File: src/rtl/game_pkg.sv
// Shared game constants: hit-box sizes, the screen coordinate type,
// the tick edge-sync depth and the hit-detector scan states.
package game_pkg;

  localparam int M_PLANE_W       = 24;
  localparam int M_PLANE_H       = 24;
  localparam int PLAYER_BULLET_W = 4;
  localparam int PLAYER_BULLET_H = 8;
  localparam int EDGE_SYNC_DEPTH = 2;

  typedef logic [7:0] coord_t;

  typedef enum logic [1:0] {
    ST_IDLE,
    ST_SCAN,
    ST_DONE
  } hit_state_t;

endpackage

File: src/rtl/box_overlap.sv
// Combinational 2-D box intersection on 9-bit unsigned coordinates, so boxes
// near the right/bottom screen edge never wrap. Touching edges do not count.
module box_overlap
  import game_pkg::*;
#(
  parameter int A_W = M_PLANE_W,
  parameter int A_H = M_PLANE_H,
  parameter int B_W = PLAYER_BULLET_W,
  parameter int B_H = PLAYER_BULLET_H
) (
  input  coord_t i_ax,
  input  coord_t i_ay,
  input  coord_t i_bx,
  input  coord_t i_by,
  output logic   o_overlap
);

  logic [8:0] w_ax, w_ay, w_bx, w_by;
  logic [8:0] w_ax_end, w_ay_end, w_bx_end, w_by_end;

  assign w_ax = {1'b0, i_ax};
  assign w_ay = {1'b0, i_ay};
  assign w_bx = {1'b0, i_bx};
  assign w_by = {1'b0, i_by};

  assign w_ax_end = w_ax + 9'(A_W);
  assign w_ay_end = w_ay + 9'(A_H);
  assign w_bx_end = w_bx + 9'(B_W);
  assign w_by_end = w_by + 9'(B_H);

  assign o_overlap = (w_bx_end > w_ax) && (w_bx < w_ax_end) &&
                     (w_by_end > w_ay) && (w_by < w_ay_end);

endmodule

File: src/rtl/m_enemy_hit_detect.sv
// Per-tick bullet-table scan for one M-class enemy plane: clears every live
// bullet inside the plane box and publishes a level Hit for the next tick.
module m_enemy_hit_detect
  import game_pkg::*;
#(
  parameter int  BULLET_NUM = 8,
  parameter int  PLANE_W    = M_PLANE_W,
  parameter int  PLANE_H    = M_PLANE_H,
  parameter int  BULLET_W   = PLAYER_BULLET_W,
  parameter int  BULLET_H   = PLAYER_BULLET_H,
  localparam int IDX_W      = $clog2(BULLET_NUM)
) (
  input  logic             clk,
  input  logic             rst,
  input  logic             update_clk,
  input  logic             plane_live,
  input  coord_t           plane_x,
  input  coord_t           plane_y,
  output logic [IDX_W-1:0] bullet_rd_idx,
  input  logic             bullet_valid,
  input  coord_t           bullet_x,
  input  coord_t           bullet_y,
  output logic             bullet_clr,
  output logic [IDX_W-1:0] bullet_clr_idx,
  output logic             Hit,
  output logic [3:0]       hit_num,
  output logic             busy
);

  logic [EDGE_SYNC_DEPTH-1:0] r_sync;
  logic                       r_sync_last;
  logic                       r_tick;
  hit_state_t                 r_state, w_state_next;
  coord_t                     r_px, r_py;
  logic [IDX_W-1:0]           r_rd_idx, r_cmp_idx;
  logic                       r_cmp_vld;
  logic [3:0]                 r_count, w_count_next;
  logic                       r_hit;
  logic [3:0]                 r_hit_num;
  logic                       w_overlap, w_match, w_last_idx;

  // Tick edge detect: sync chain, then a registered rising-edge pulse.
  always_ff @(posedge clk or posedge rst) begin
    if (rst) begin
      r_sync      <= '0;
      r_sync_last <= 1'b0;
      r_tick      <= 1'b0;
    end else begin
      r_sync      <= {r_sync[EDGE_SYNC_DEPTH-2:0], update_clk};
      r_sync_last <= r_sync[EDGE_SYNC_DEPTH-1];
      r_tick      <= r_sync[EDGE_SYNC_DEPTH-1] & ~r_sync_last;
    end
  end

  always_ff @(posedge clk or posedge rst) begin
    if (rst) r_state <= ST_IDLE;
    else     r_state <= w_state_next;
  end

  assign w_last_idx = (r_rd_idx == IDX_W'(BULLET_NUM - 1));

  always_comb begin
    w_state_next = r_state;
    unique case (r_state)
      ST_IDLE: if (r_tick && plane_live) w_state_next = ST_SCAN;
      ST_SCAN: if (w_last_idx) w_state_next = ST_DONE;
      ST_DONE: w_state_next = ST_IDLE;
      default: w_state_next = ST_IDLE;
    endcase
  end

  box_overlap #(
    .A_W(PLANE_W),
    .A_H(PLANE_H),
    .B_W(BULLET_W),
    .B_H(BULLET_H)
  ) u_overlap (
    .i_ax      (r_px),
    .i_ay      (r_py),
    .i_bx      (bullet_x),
    .i_by      (bullet_y),
    .o_overlap (w_overlap)
  );

  // Compare stage trails the read address by one cycle, matching RAM latency;
  // the DONE cycle still carries the compare of the last slot.
  assign w_match      = r_cmp_vld & bullet_valid & w_overlap;
  assign w_count_next = (w_match && (r_count != 4'hF)) ? r_count + 4'd1 : r_count;

  always_ff @(posedge clk or posedge rst) begin
    if (rst) begin
      r_px      <= '0;
      r_py      <= '0;
      r_rd_idx  <= '0;
      r_cmp_idx <= '0;
      r_cmp_vld <= 1'b0;
      r_count   <= '0;
      r_hit     <= 1'b0;
      r_hit_num <= '0;
    end else begin
      r_cmp_vld <= (r_state == ST_SCAN);
      r_cmp_idx <= r_rd_idx;
      unique case (r_state)
        ST_IDLE: begin
          if (r_tick) begin
            r_px     <= plane_x;
            r_py     <= plane_y;
            r_rd_idx <= '0;
            if (!plane_live) begin
              r_hit     <= 1'b0;
              r_hit_num <= '0;
            end
          end
        end
        ST_SCAN: begin
          r_rd_idx <= w_last_idx ? '0 : r_rd_idx + 1'b1;
          r_count  <= w_count_next;
        end
        ST_DONE: begin
          r_hit     <= (w_count_next != 4'd0);
          r_hit_num <= w_count_next;
          r_count   <= '0;
        end
        default: ;
      endcase
    end
  end

  assign bullet_rd_idx  = r_rd_idx;
  assign bullet_clr     = w_match;
  assign bullet_clr_idx = r_cmp_idx;
  assign Hit            = r_hit;
  assign hit_num        = r_hit_num;
  assign busy           = (r_state != ST_IDLE);

endmodule
File: config.mk
export PLATFORM = sky130hd
export DESIGN_NAME = m_enemy_hit_detect
export DESIGN_NICKNAME = d
export VERILOG_FILES = /design/src/rtl/game_pkg.sv /design/src/rtl/box_overlap.sv /design/src/rtl/m_enemy_hit_detect.sv
export SDC_FILE = /design/constraint.sdc
export NUM_CORES = 1
export LEC_CHECK = 0
export BUFFER_PORTS_ARGS = -buffer_cell sky130_fd_sc_hd__buf_2
export CAP_MARGIN = 10
export CORE_MARGIN = 1
export CORE_UTILIZATION = 55
export CTS_BUF_LIST = sky130_fd_sc_hd__clkbuf_8
export DETAILED_ROUTE_END_ITERATION = 10
export PLACE_DENSITY = 0.8
export SLEW_MARGIN = 0
export SYNTH_ARGS = -nofsm -noshare
export SYNTH_HDL_FRONTEND = slang
export SYNTH_HIERARCHICAL = 1
export SYNTH_SLANG_ARGS = --single-unit
File: constraint.sdc
create_clock -name clk -period 3.2 [get_ports clk]
set_input_delay 0.16 -clock clk [delete_from_list [all_inputs] [get_ports clk]]
set_output_delay 0.16 -clock clk [all_outputs]
set_load 0.005 [all_outputs]
==> flow_summary.toml <==
[run_status]
status = "complete, no violations"

[detailed_routing]
via_count = 2048
drt-wirelength-per-cell_um = 15.03
dr.pass1.iters = 4
drc = 0
viasPerCell = 5.802
ant_nets = 0
drtIter0Drc = 100
wl_mm = 5.305

[global_route]
grt_use_met3_pct = 5.339
antenna_found_initial = 0
grt_pass1_wl_mm = 9.266
grtUsageMet2_pct = 37.07
grt_max_degree = 39
gr-total-overflow = 0
grt_pass1_vias = 2007
grt_use_met1_pct = 32.45
top_usage_layer = "met2"
gr-usage-all-layers_pct = 23.97

[worst_hold_path]
hold_depth = 2
hold_class = "in -> reg"
hold_start = "plane_x[2]"
whs_endpoint = "r_px[2]"

[synthesis]
async_flop_share_pct = 100.0
synth_edf_count = 0
synth_area_um2 = 2555
synth_cell_types = 45
synth_seq_cells = 38
avgSynthCellArea_um2 = 10.47
yosys.area.top_type = "dfrtp_1"
netlist_instances = 244
ys_top_cells_by_area = "dfrtp_1 (37%), ha_1 (18%), mux2_2 (7.1%), inv_1 (4.0%), xnor2_1 (3.1%)"
yosysSeqAreaShare_pct = 37.22
synth_nets = 318
synth_flop_cell = "dfrtp_1"
synthDominantCellAreaShare_pct = 37.22
synth_warnings = 6

[critical_path]
rr_startpoint = "r_px[3]"
worst_ep_arrival_time_ns = 3.13
r2r-end = "r_count[3]"
start_kind = "register"
worstRegToRegCells = 13
crit_fanout = 7
r2r_setup_slack_ns = 0.23
critPathKind = "reg -> reg"
cp-end-kind = "register"
crit_required_ns = 3.36

[sta]
period_share_pct = 92.77
finalCriticalPeriod_ns = 2.969
max_freq_mhz = 336.8
worstMarginPinSlew_ns = 0.4724
relSlewSlack_pct = 68.51
skew_ns = 0.001668
slew_violations = 0
finalSetupViolCount = 0
hold_viol_final = 0

[finish]
n_fill_cell = 340
layout.cells.non_filler = 353
n_antenna_cell = 0
layout-drive-gt1-share_pct = 28.90
fin_nets = 375
utilization_pct = 67.94
areaGrowthSynthToFinish_pct = 17.39

[cts]
clockRootBuffer = "clkbuf_8"
cts_buffer_depth = 2
post_cts.repair.setup_buffers = 0
clk_pin_slew_ns = 0.07
clock_latency_ns = 0.29
cts_sinks = 38
tritoncts = "yes"
htree_num_levels = 2
cts_made_buffers = 5

[power]
p_per_area_nw_per_um2 = 784.6
vdd_drop_max_uv = 401.7
finalPower_mw = 2.353
leakage_nw = 1.531

[placement]
dp_hpwl_mm = 4.156
portBuffers = 49
dpl.cell_count = 344
place.gp.congestion = 0.8596

[die]
die_w_um = 70.16
start_util_pct = 57.88
core_area_um2 = 4414
dieArea_um2 = 4922
row_count = 24
ioPinCount = 50
die_h_um = 70.16

[flow_run]
cap_viol_max_count = 0
metrics by stage:
stage               setup TNS (ns)  hold slack (ns)  setup WS, ns  cell area [µm²]
floorplan                        0           0.1914        0.5007             2555
global placement                 0           0.2687        0.3813             2858
detailed placement               0           0.2697        0.2382             2858
CTS                              0          0.09091        0.2281             2990
global route              -0.01283          0.08798     -0.009679             2999
finish                           0          0.09856        0.2312             2999
final cells by class:
| type | instances | area (µm²) | area share [%] |
|---|---|---|---|
| inverter | 28 | 105.1 | 3.504 |
| multi-input combinational | 176 | 1493 | 49.77 |
| timing repair buffer | 52 | 272.8 | 9.095 |
| clock buffer | 6 | 82.58 | 2.753 |
| clock inverter | 1 | 30.03 | 1.001 |
| sequential | 38 | 950.9 | 31.71 |
| tap | 52 | 65.06 | 2.169 |
synth_stat cells, drive strengths merged (2+ instances only):
cell,number
mux2,16
a21o,4
dfrtp,38
o21a,3
nor2b,2
a21oi,13
nand2,15
o21ai,15
a32oi,2
nand2b,4
and3,3
a31oi,2
ha,37
nor3,2
nor2,8
mux2i,6
xor2,5
xnor2,9
a311oi,2
nand3,7
o22ai,3
inv,28
nand4,4
buf,2
logic make-up after synthesis:
kind of cell,share of synthesized area [%]
AO/OA/AOI/OAI,16.06
AND/OR/NAND/NOR,9.696
flip-flops,37.22
adder cells (fa/ha/maj),18.12
buffers and inverters,4.701
multiplexers,9.403
XOR/XNOR,4.799
layout by cell type, fill, tap and decap left out, types with 2 or more instances in the layout:
master / Yosys / final
mux2i_2: 0 / 2
clkbuf_8: 0 / 6
mux2i_1: 6 / 4
o21a_1: 3 / 3
a31oi_1: 2 / 2
nand2_1: 14 / 14
nand3_1: 7 / 7
and3_1: 2 / 2
a21oi_1: 13 / 13
o21ai_0: 10 / 10
buf_2: 0 / 49
dfrtp_1: 38 / 38
nor3_1: 2 / 2
xnor2_1: 9 / 9
inv_1: 27 / 27
dlygate4sd3_1: 0 / 2
xor2_1: 5 / 5
nand2b_1: 3 / 3
ha_1: 37 / 37
nor2_1: 8 / 8
nor2b_1: 2 / 2
a21o_1: 4 / 4
o22ai_1: 3 / 3
nand4_1: 4 / 4
mux2_2: 16 / 16
a32oi_1: 2 / 2
o21ai_2: 4 / 4
metal layers:
metal | routed length (µm) | vias up | part of all wire [%]
met4 | 118 | 0 | 2.2
met5 | 0 | - | 0
met1 | 2417 | 987 | 46
li1 | - | 995 | -
met2 | 2550 | 52 | 48
met3 | 218 | 14 | 4.1
how the worst max path moves through the flow:
stage | slack, ns | start | to | depth (start not counted)
after CTS | 0.23 | r_py[3] | r_count[3] | 14
after global routing | -0.01 | r_px[3] | Hit | 13
after floorplan | 0.50 | r_px[3] | r_count[3] | 14
after detailed placement | 0.24 | bullet_x[2] | r_count[3] | 14
final | 0.23 | r_px[3] | r_count[3] | 13
after global placement | 0.38 | r_px[3] | Hit | 13
flip-flops by register name (all words and copies together) (netlist names):
| register | count |
|---|---|
| Hit | 1 |
| bullet_clr_idx | 3 |
| bullet_rd_idx | 3 |
| hit_num | 4 |
| r_cmp_vld | 1 |
| r_count | 4 |
| r_px | 8 |
| r_py | 8 |
| r_state | 2 |
| r_sync | 2 |
| r_sync_last | 1 |
| r_tick | 1 |
power by group:
part           switching [mW]  leakage [nW]  total [mW]  internal, mW
clock                   0.164        0.0573       0.413         0.249
combinational           0.597          1.00        1.17         0.570
sequential              0.141         0.473       0.773         0.632
critical path, stage by stage (launching register included):
cell and delay (ns):
dfrtp_1 0.42, inv_1 0.08, ha_1 0.22, nor3_1 0.18, xnor2_1 0.15, ha_1 0.26
a21o_1 0.17, a22oi_2 0.16, o21a_1 0.14, o2111a_1 0.17, and3_1 0.29, nand4_1 0.17
mux2i_2 0.29, o22ai_1 0.13
what timing repair did:
action | 4_1_cts | 5_1_grt
resized for setup | 0 | 3
setup endpoints to repair | 0 | 4
hold buffers | 2 | 0
hold endpoints to repair | 39 | 0
Note: power is estimated with default switching activity, not from simulation.
